$ cat src/rtl/hazard_scoreboard.sv
// Decode-stage RAW hazard scoreboard for a non-forwarding 5-stage pipeline.
// One countdown counter per architectural register tracks when an in-flight write becomes readable in ID.
module hazard_scoreboard #(
  parameter int HAZ_DIST = 3,
  parameter int CNT_W    = $clog2(HAZ_DIST + 1)
) (
  input  logic        clk,
  input  logic        rst,
  input  logic        id_valid,
  input  logic [4:0]  rs1_addr,
  input  logic [4:0]  rs2_addr,
  input  logic [4:0]  rd_addr,
  input  logic        rd_wren,
  input  logic        flush,
  output logic        stall,
  output logic        issue,
  output logic        idex_bubble,
  output logic [31:0] busy_mask,
  output logic [31:0] stall_count
);

  localparam logic [CNT_W-1:0] LOAD_VAL = CNT_W'(HAZ_DIST);
  localparam logic [CNT_W-1:0] ONE      = CNT_W'(1);

  logic [CNT_W-1:0] cnt_q [32];
  logic [CNT_W-1:0] cnt_d [32];
  logic [31:0]      stall_count_q;
  logic [31:0]      stall_count_d;
  logic             haz1;
  logic             haz2;

  always_comb begin
    haz1        = (rs1_addr != 5'd0) && (cnt_q[rs1_addr] != '0);
    haz2        = (rs2_addr != 5'd0) && (cnt_q[rs2_addr] != '0);
    stall       = id_valid && !flush && (haz1 || haz2);
    issue       = id_valid && !flush && !stall;
    idex_bubble = !issue;
  end

  // A fresh issue reloads its rd counter, overriding that register's decrement.
  always_comb begin
    for (int r = 0; r < 32; r++) begin
      cnt_d[r] = (cnt_q[r] != '0) ? (cnt_q[r] - ONE) : '0;
      if (r == 0) begin
        cnt_d[r] = '0;
      end else if (issue && rd_wren && (rd_addr == 5'(r))) begin
        cnt_d[r] = LOAD_VAL;
      end
    end
  end

  always_comb begin
    stall_count_d = stall_count_q;
    if (stall && (stall_count_q != 32'hFFFF_FFFF)) begin
      stall_count_d = stall_count_q + 32'd1;
    end
  end

  always_comb begin
    busy_mask = '0;
    for (int r = 1; r < 32; r++) begin
      busy_mask[r] = (cnt_q[r] != '0);
    end
  end

  assign stall_count = stall_count_q;

  always_ff @(posedge clk) begin
    if (rst) begin
      for (int r = 0; r < 32; r++) begin
        cnt_q[r] <= '0;
      end
      stall_count_q <= '0;
    end else begin
      for (int r = 0; r < 32; r++) begin
        cnt_q[r] <= cnt_d[r];
      end
      stall_count_q <= stall_count_d;
    end
  end

endmodule

$ cat config.mk
export PLATFORM = sky130hd
export DESIGN_NAME = hazard_scoreboard
export DESIGN_NICKNAME = d
export VERILOG_FILES = /design/src/rtl/hazard_scoreboard.sv
export SDC_FILE = /design/constraint.sdc
export NUM_CORES = 1
export LEC_CHECK = 0
export CAP_MARGIN = 20
export CORE_MARGIN = 5
export CORE_UTILIZATION = 55
export CTS_BUF_LIST = sky130_fd_sc_hd__clkbuf_2
export DETAILED_ROUTE_END_ITERATION = 8
export PLACE_DENSITY = 0.84
export SETUP_SLACK_MARGIN = 0.02
export SYNTH_ARGS = -nofsm -noshare
export SYNTH_HDL_FRONTEND = slang
export SYNTH_SLANG_ARGS = --single-unit
$ cat constraint.sdc
create_clock -name clk -period 5.9 [get_ports clk]
set_clock_uncertainty 0.2 [all_clocks]
set_input_delay 1.18 -clock clk [delete_from_list [all_inputs] [get_ports clk]]
set_output_delay 1.18 -clock clk [all_outputs]
set_load 0.02 [all_outputs]
**Word-level counts from Yosys, hierarchy flattened**

Memory sizes are Yosys's and may differ from the RTL's.
Cells that the tools add are included.

- Bitwise logic cells: 32
- Equal/unequal tests: 32
- Divide/modulo/power cells: 0
- Add/sub/neg operators: 32
- Shift operators: 0
- $mul: 0
- Multiplexer cells: 97
- Reductions and logical operators: 77
- Order comparisons: 0

Operator list:

| cell | count |
|---|---|
| 2-to-1 mux 2 bit | 94 |
| equality test 5 bit, second input constant | 16 |
| nonzero test 2 bit | 33 |
| subtractor 2 x 1 -> 2 bit, second input constant | 31 |
| equality test 5 x 4 -> 1 bit, second input constant | 8 |
| logical AND 1 bit | 38 |
| adder 32 x 1 -> 32 bit, second input constant | 1 |
| != test 32 bit, second input constant | 1 |
| OR 1 bit | 32 |
| equality test 5 x 3 -> 1 bit, second input constant | 4 |
| equality test 5 x 2 -> 1 bit, second input constant | 2 |
| nonzero test 5 bit | 2 |
| equality test 5 x 1 -> 1 bit, second input constant | 1 |
| zero test 1 bit | 3 |
| 2-to-1 mux 1 bit | 3 |
| logical OR 1 bit | 1 |

- Memory bits (writable): 64
- Register bits: 32
- Bits in read-only memories: 0
- Memories kept: 1
- Logic and storage cells: 272
- Input bits: 20
- Bits in latches: 0

Memories:

| memory | words | bits a word | read ports | clocked after memory_dff | write ports | line | RTL |
|---|---|---|---|---|---|---|---|
| cnt_q | 32 | 2 | 33 | 0 | 32 | 25 | `logic [CNT_W-1:0] cnt_q [32];` |

**Longest topological paths before layout**

An unclocked memory read counts as a cell.

- Depth after elaboration: 11
- Gate-level depth with buffers: 11

**Worst setup path after synthesis**

No wires, ideal clock.

- Kind: in2out
- Start: in rs1_addr[2]
- End: out idex_bubble
- Data arrival time: 3.346 ns
- Cell stages on the path: 9
- Setup slack: 1.174 ns
- Required time: 4.520 ns
- Path through: buf_2 > inv_2 > mux2_2 > mux4_2 > a2bb2oi_1 > nor4b_4 > clkbuf_1 > and2_1 > inv_1

- Longest elaborated chain between the ends: 8
- Elaborated cells on any way between the ends: 9
- Those cells by class: reduce/logical: 8; memory: 1

RTL lines:

| what | line | RTL |
|---|---|---|
| start, declared | 10 | `input logic [4:0] rs1_addr,` |
| memory read (32 x 2 bit) | - |  |
| nonzero test 2 bit | 33 | `haz1 = (rs1_addr != 5'd0) && (cnt_q[rs1_addr] != '0);` |
| logical AND 1 bit (*) | 33 |  |
| logical OR 1 bit (*) | 35 | `stall = id_valid && !flush && (haz1 \|\| haz2);` |
| logical AND 1 bit (*) | 35 |  |
| zero test 1 bit (*) | 36 | `issue = id_valid && !flush && !stall;` |
| logical AND 1 bit (*) | 36 |  |
| named net issue | 16 | `output logic issue,` |
| zero test 1 bit (*) | 37 | `idex_bubble = !issue;` |
| end, declared | 17 | `output logic idex_bubble,` |

Mark *: on every way through the listed nets, which the timed path passes. The rest lies on a longest branch.

**Worst setup path after layout**

- Start: in rs2_addr[1]
- End: out issue

- Longest elaborated chain between the ends: 7
- Elaborated cells on any way between the ends: 8
- Those cells by class: reduce/logical: 7; memory: 1

RTL lines:

| what | line | RTL |
|---|---|---|
| start, declared | 11 | `input logic [4:0] rs2_addr,` |
| memory read (32 x 2 bit) | - |  |
| nonzero test 2 bit | 34 | `haz2 = (rs2_addr != 5'd0) && (cnt_q[rs2_addr] != '0);` |
| logical AND 1 bit (*) | 34 |  |
| logical OR 1 bit (*) | 35 |  |
| logical AND 1 bit (*) | 35 |  |
| zero test 1 bit (*) | 36 |  |
| logical AND 1 bit (*) | 36 |  |
| end, declared | 16 |  |

Every way passes the cells marked *; elsewhere a longest branch is shown, timed or not.

==> impl_metrics.yaml <==
grt:
  grt_first_pass_wirelength_um: 20890
  antenna_found_initial: 0
  globalRoute.totalOverflow: 0
  grt_start_max_net_pins: 74
  track_usage_pct: 25.26
  grt_pass1_vias: 4279
finish:
  drive_above_1_share_pct: 9.268
  area_growth_pct: 21.59
  instances_no_fill: 720
  final_nets: 632
  antenna_cells: 0
  design_area_um2: 5665
yosys:
  synth_fp_nets: 561
  ys_warn_count: 0
  netlist_area_um2: 4659
  ys_seq_area_share_pct: 40.39
  yosysTopAreaCell: "dfxtp_1"
  synth_edf_count: 0
  synth_flop_cell: "dfxtp_1"
  synth_top_area_share_pct: 40.39
  synthCells: 540
  synthDistinctLibCells: 56
  yosys-top-cells-area: "dfxtp_1 (40%), o22ai_1 (6.4%), mux4_2 (4.4%)"
  synth_most_common_cell: "dfxtp_1"
  synth_commonest_cells: "dfxtp_1 (94), o22ai_1 (48), inv_1 (47)"
  avgSynthCellArea_um2: 8.629
  async_flop_share_pct: 0
  ys_seq_elements: 94
clocking:
  post_cts_resize_count: 0
  clk_latency_ns: 0.57
  cts_setup_buffers: 0
  path_clk_slew_ns: 0.24
  cts_num_sinks: 94
  htreeDepth: 3
  tritoncts: "yes"
  holdBufCountCts: 0
  clock_path_buffers: 2
  cts_made_buffers: 9
  root_buffer: "clkbuf_2"
floorplan:
  die_area_um2: 10410
  die_y_um: 102.0
  rows: 33
  ioPinCount: 87
  initial_utilization_pct: 56.71
  die_w_um: 102.0
  core-area_um2: 8217
setup_path:
  critPathBufInv: 2
  crit_type: "input pin to output pin"
  crit_path_start_kind: "input pin"
  cpMostUsedCell: "clkdlybuf4s50_1"
  worstPathArrival_ns: 4.15
  crit_slowest_cell: "clkdlybuf4s50_1"
  critPathMaxFanout: 13
  path_delay_family: "buffers and inverters"
  required_ns: 4.52
  cp_slowest_stage_delay_ns: 0.80
  path_cells: "clkdlybuf4s50_1 -> nor3b_1 -> a2111oi_0 -> a2111oi_2 -> nor4b_4 -> and2_1 -> clkdlybuf4s50_1"
  worst_setup_path_end_kind: "output pin"
power:
  p_comb_share_pct: 9.9
  ir_worst_vdd_mv: 0.1501
  seqPwrFrac_pct: 59.4
  power_switching_uw: 298.1
  leakagePower_uw: 0.001929
  power_density_nw_per_um2: 190.1
  p_int_uw: 779.0
  p_sw_share_pct: 27.68
  clock_power_share_pct: 30.7
detailed_routing:
  first_pass_iters: 5
  met2_length_um: 6243
  viasPerCell: 6.190
  routed_wl_um: 12910
  top_layer_used: "met4"
  wl_met3_um: 976
  post_drt_wl_per_cell_um: 17.93
  route.detailed.drc: 0
  met1Wirelength_um: 5356
  antenna_left: 0
  dr_total_vias: 4457
  drt-initial-drc-count: 279
timing:
  setup_viol: 0
  finalHoldViolCount: 0
  fin_crit_sh_pct: 93.66
  timing.hold.ws_ns: 0.2783
  fin_ws_ns: 0.3738
  timing.slew.headroom_pct: 34.97
  setup_tns_ns: 0
  maxSlewViolCount: 0
  tightestPinTransition_ns: 0.9665
  rsz0062_at_grt: "no"
  max_freq_mhz: 181.0
  min_period_ns: 5.526
placement:
  io_buffers: 85
  placed_cells: 704
  dp_hpwl_um: 9447
  gp_congestion: 0.8918
  placed_area_um2: 5524
  post-place-ws_ns: 0.3562
status:
  status: "completed"
hold_path:
  holdCritPathClass: "flip-flop to flip-flop"
job:
  maxCapViolations: 0
cell families after synthesis:
family,count (synthesis),share of synthesized area (%)
buf+inv,81,7.304
flops,94,40.39
other cells,1,0.08048
mux,14,5.532
simple gates,200,26.13
compound gates,149,20.30
fa+ha+maj,1,0.2685
layout make-up:
cell class,instances,area (um2)
Inverter,50,190.2
Multi-Input combinational cell,365,2437
Tap cell,105,131.4
Timing Repair Buffer,91,910.9
Clock buffer,9,45.04
Clock inverter,6,68.82
Sequential cell,94,1882
Fill cell,689,2551
worst register-to-register path, cell delays in order (launching register included):
cell,delay [ns]
dfxtp_1,0.40
or2_2,0.31
nor3b_1,0.14
a2111oi_0,0.58
a2111oi_2,0.16
nor4b_4,0.51
buf_4,0.30
nand4_2,0.44
o22ai_1,0.36
sequential cells by signal, indices dropped and copies added, names as in the netlist:
| name | flops |
|---|---|
| stall_count | 32 |
| cnt_q | 62 |
power by group through the flow:
stage / combinational, uW / clock [uW] / sequential [uW]
floorplan: 69.8 / 0 / 651
global placement: 100 / 0 / 651
detailed placement: 103 / 0 / 651
CTS: 103 / 335 / 640
global route: 115 / 356 / 641
finish: 106 / 331 / 640
path summary, 6_finish.rpt:
check	startpoint	cells after the start	to	slack, ns
worst min-delay path	cnt_q[24][0]	2	cnt_q[24][1]	0.28
worst max register to register	cnt_q[1][0]	8	cnt_q[15][0]	2.45
worst min register to register	cnt_q[24][0]	2	cnt_q[24][1]	0.28
worst max-delay path	rs2_addr[1]	7	issue	0.37
metrics by stage:
step                      total power [uW]  utilization (%)
after floorplan                      721.3                -
after global placement               751.4            67.23
after detailed placement             754.2            67.23
after CTS                             1078            68.62
after global routing                  1111            68.95
final                                 1077            68.95
routing by layer:
metal	vias to the layer above	GRT usage, %
met5	-	0
met4	0	8.073
met3	37	5.666
met2	176	42.58
met1	2096	32.26
li1	2148	-
cell usage in the layout (no fill, tap or decap), drive strengths merged, types with 2 or more instances in the layout:
master / n
or3: 18
and4: 3
nand3: 21
nor3b: 2
dfxtp: 94
nand3b: 9
o21ba: 2
mux4: 9
nor2: 21
buf: 7
clkinv: 3
a21o: 2
nor2b: 7
a21oi: 36
and3: 7
and2: 5
inv: 51
nor4: 4
clkdlybuf4s50: 84
mux2: 4
nand4b: 2
nand2b: 26
nand4: 12
o31ai: 14
o22ai: 48
nor3: 13
o21ai: 23
or2: 19
or4: 14
o32ai: 8
o31a: 2
a2111oi: 6
clkbuf: 9
nand2: 15
(Power assumes the default switching activity.)
==> variant: new RTL, same settings <==
Make the reset (`rst`) asynchronous in one clocked block.
--- a/src/rtl/hazard_scoreboard.sv
+++ b/src/rtl/hazard_scoreboard.sv
@@ -67,3 +67,3 @@
 
-  always_ff @(posedge clk) begin
+  always_ff @(posedge clk or posedge rst) begin
     if (rst) begin
Check against the original RTL: differs if rst is asserted again (counterexample within 4 cycles, from zero or initial values and one cycle with rst high); with rst held inactive, the same outputs for 10 cycles.
==> variant against the original RTL <==
Count of clock-buffer cells in the layout up 1; total power up 6.7%; fmax up 1.6%; cell area up 2.4%; worst setup slack better by 85 ps; area after synthesis up 1.8%; sequential cell count unchanged; routed wire length down 12%; first-iteration DRC count up 8.6%; highest routed layer unchanged.
==> variant: results (changes against the original RTL) <==
\begin{tabular}{lr}
\hline
Metric & Value \\
\hline
\multicolumn{2}{l}{\textbf{Logic synthesis}} \\
Most common flop cell mapped by yosys & dfrtp\_1 \\
Number of distinct library cells after synthesis & 48 (-14\%) \\
Share of flip-flops with an asynchronous set or reset & 100.0\% (+100 points) \\
Leading cell types by total area after synthesis & dfrtp\_1, xor2\_1, inv\_1, nand2\_1, o22ai\_1 \\
Number of standard cells after synthesis & 498 (-7.8\%) \\
\multicolumn{2}{l}{\textbf{Final layout}} \\
Share of layout cells above drive strength 1 & 9.029\% (-0.24 points) \\
Number of nets in the finished design & 603 (-4.6\%) \\
\multicolumn{2}{l}{\textbf{Critical path}} \\
Register-to-register setup slack & 2080 ps (-370 ps) \\
CP Data Arrival Time & 4060 ps (-90 ps) \\
Launch point of the worst reg-to-reg path & cnt\_q[34] \\
Critical-path maximum fanout & 18 (+5) \\
FF-to-FF End & cnt\_q[45] \\
\multicolumn{2}{l}{\textbf{Outcome}} \\
Status & finished clean \\
\multicolumn{2}{l}{\textbf{Route}} \\
Routed vias & 3986 (-11\%) \\
Average wire length per cell after detail routing & 16.46 um (-8.2\%) \\
DRC marker count from the first detailed-route iteration & 303 (+8.6\%) \\
First-pass DRT Iterations & 4 (-1) \\
\multicolumn{2}{l}{\textbf{Place}} \\
Post-Place Cells & 675 (-4.1\%) \\
Weighted congestion at the end of routability-driven global placement & 0.8965 (+0.53\%) \\
Half-perimeter wire length of the detailed placement result & 8451 um (-11\%) \\
\multicolumn{2}{l}{\textbf{Clock tree}} \\
Clock transition at the registers of the reported paths & 220 ps (-20 ps) \\
\multicolumn{2}{l}{\textbf{Timing}} \\
Slew at the pin with the worst max-slew slack & 848.8 ps (-117.7 ps) \\
\multicolumn{2}{l}{\textbf{Pwr}} \\
Standby leakage power & 2.716 nW (+41\%) \\
Worst vdd rail ir drop & 261.3 uV (+74\%) \\
\multicolumn{2}{l}{\textbf{Global routing}} \\
Gr usage total & 22.63\% (-2.6 points) \\
Pin count of the biggest net entering global routing & 57 (-23\%) \\
Via count of the first global-routing pass & 3887 (-9.2\%) \\
\hline
\end{tabular}
-- variant: cell types whose count changed after synthesis, sizes merged, moves of 12 or more --
cell | before | now
or4 | 14 | 2
nand2b | 26 | 5
or3 | 18 | 3
a21oi | 36 | 5
nor2 | 21 | 33
xor2 | 0 | 29
nor3 | 13 | 27
o22ai | 48 | 33
o31ai | 14 | 0
nand2 | 15 | 47
dfrtp | 0 | 94
dfxtp | 94 | 0
-- variant: logic make-up after synthesis --
kind of cell / share of synthesized area (%)
xor+xnor: 5.538
mux: 4.747
fa+ha+maj: 0.2637
flops: 49.58
simple gates: 21.33
compound gates: 12.21
buf+inv: 6.250
other cells: 0.07904
-- variant: per-layer routing --
metal | global-route usage [%] | routed length (um) | vias to the layer above
li1 | - | - | 1901
met1 | 31.61 | 4927 | 1923
met2 | 34.73 | 5343 | 148
met3 | 5.886 | 987 | 14
met4 | 7.470 | 131 | 0
met5 | 0 | 0 | -
-- variant: report_power, final --
group / leakage [nW] / internal (mW) / total [mW] / switching [mW]
registers: 1.30 / 0.664 / 0.688 / 0.0238
logic: 1.36 / 0.0795 / 0.178 / 0.0982
clock network: 0.0549 / 0.0590 / 0.283 / 0.224
total: 2.72 / 0.803 / 1.15 / 0.346
-- variant: cell type report --
| type | count | area share (%) |
|---|---|---|
| timing repair buffer | 91 | 15.79 |
| sequential | 94 | 40.54 |
| multi-input combinational | 330 | 36.12 |
| tap | 105 | 2.264 |
| clock buffer | 10 | 0.8626 |
| inverter | 56 | 3.645 |
| clock inverter | 6 | 0.7764 |
-- variant: per-stage QoR --
step	cell area, um2	setup WS, ps	hold WS, ps
after floorplan	4745	1137	256.2
after global placement	5679	585.1	266.9
after CTS	5774	464.7	305.8
final	5802	459.0	303.3
after detailed placement	5679	478.0	276.7
after global routing	5802	310.6	318.3
-- variant: worst max-delay path, cell delays in order --
cell             delay (ps)
clkdlybuf4s50_1         700
nor3_1                  350
a211oi_1                 80
or4_1                   520
o22ai_1                 190
o211a_1                 250
and2_1                  170
clkdlybuf4s50_1         600
-- variant: worst min path at each step --
stage,depth (start not counted),to,slack (ps),start
2_1_floorplan,1,cnt_q[34],260,cnt_q[34]
3_5_place_dp,1,stall_count[19],280,stall_count[19]
6_report,1,cnt_q[58],300,cnt_q[58]
5_1_grt,1,cnt_q[40],320,cnt_q[40]
3_3_place_gp,1,cnt_q[20],270,cnt_q[20]
4_1_cts,1,cnt_q[58],310,cnt_q[58]
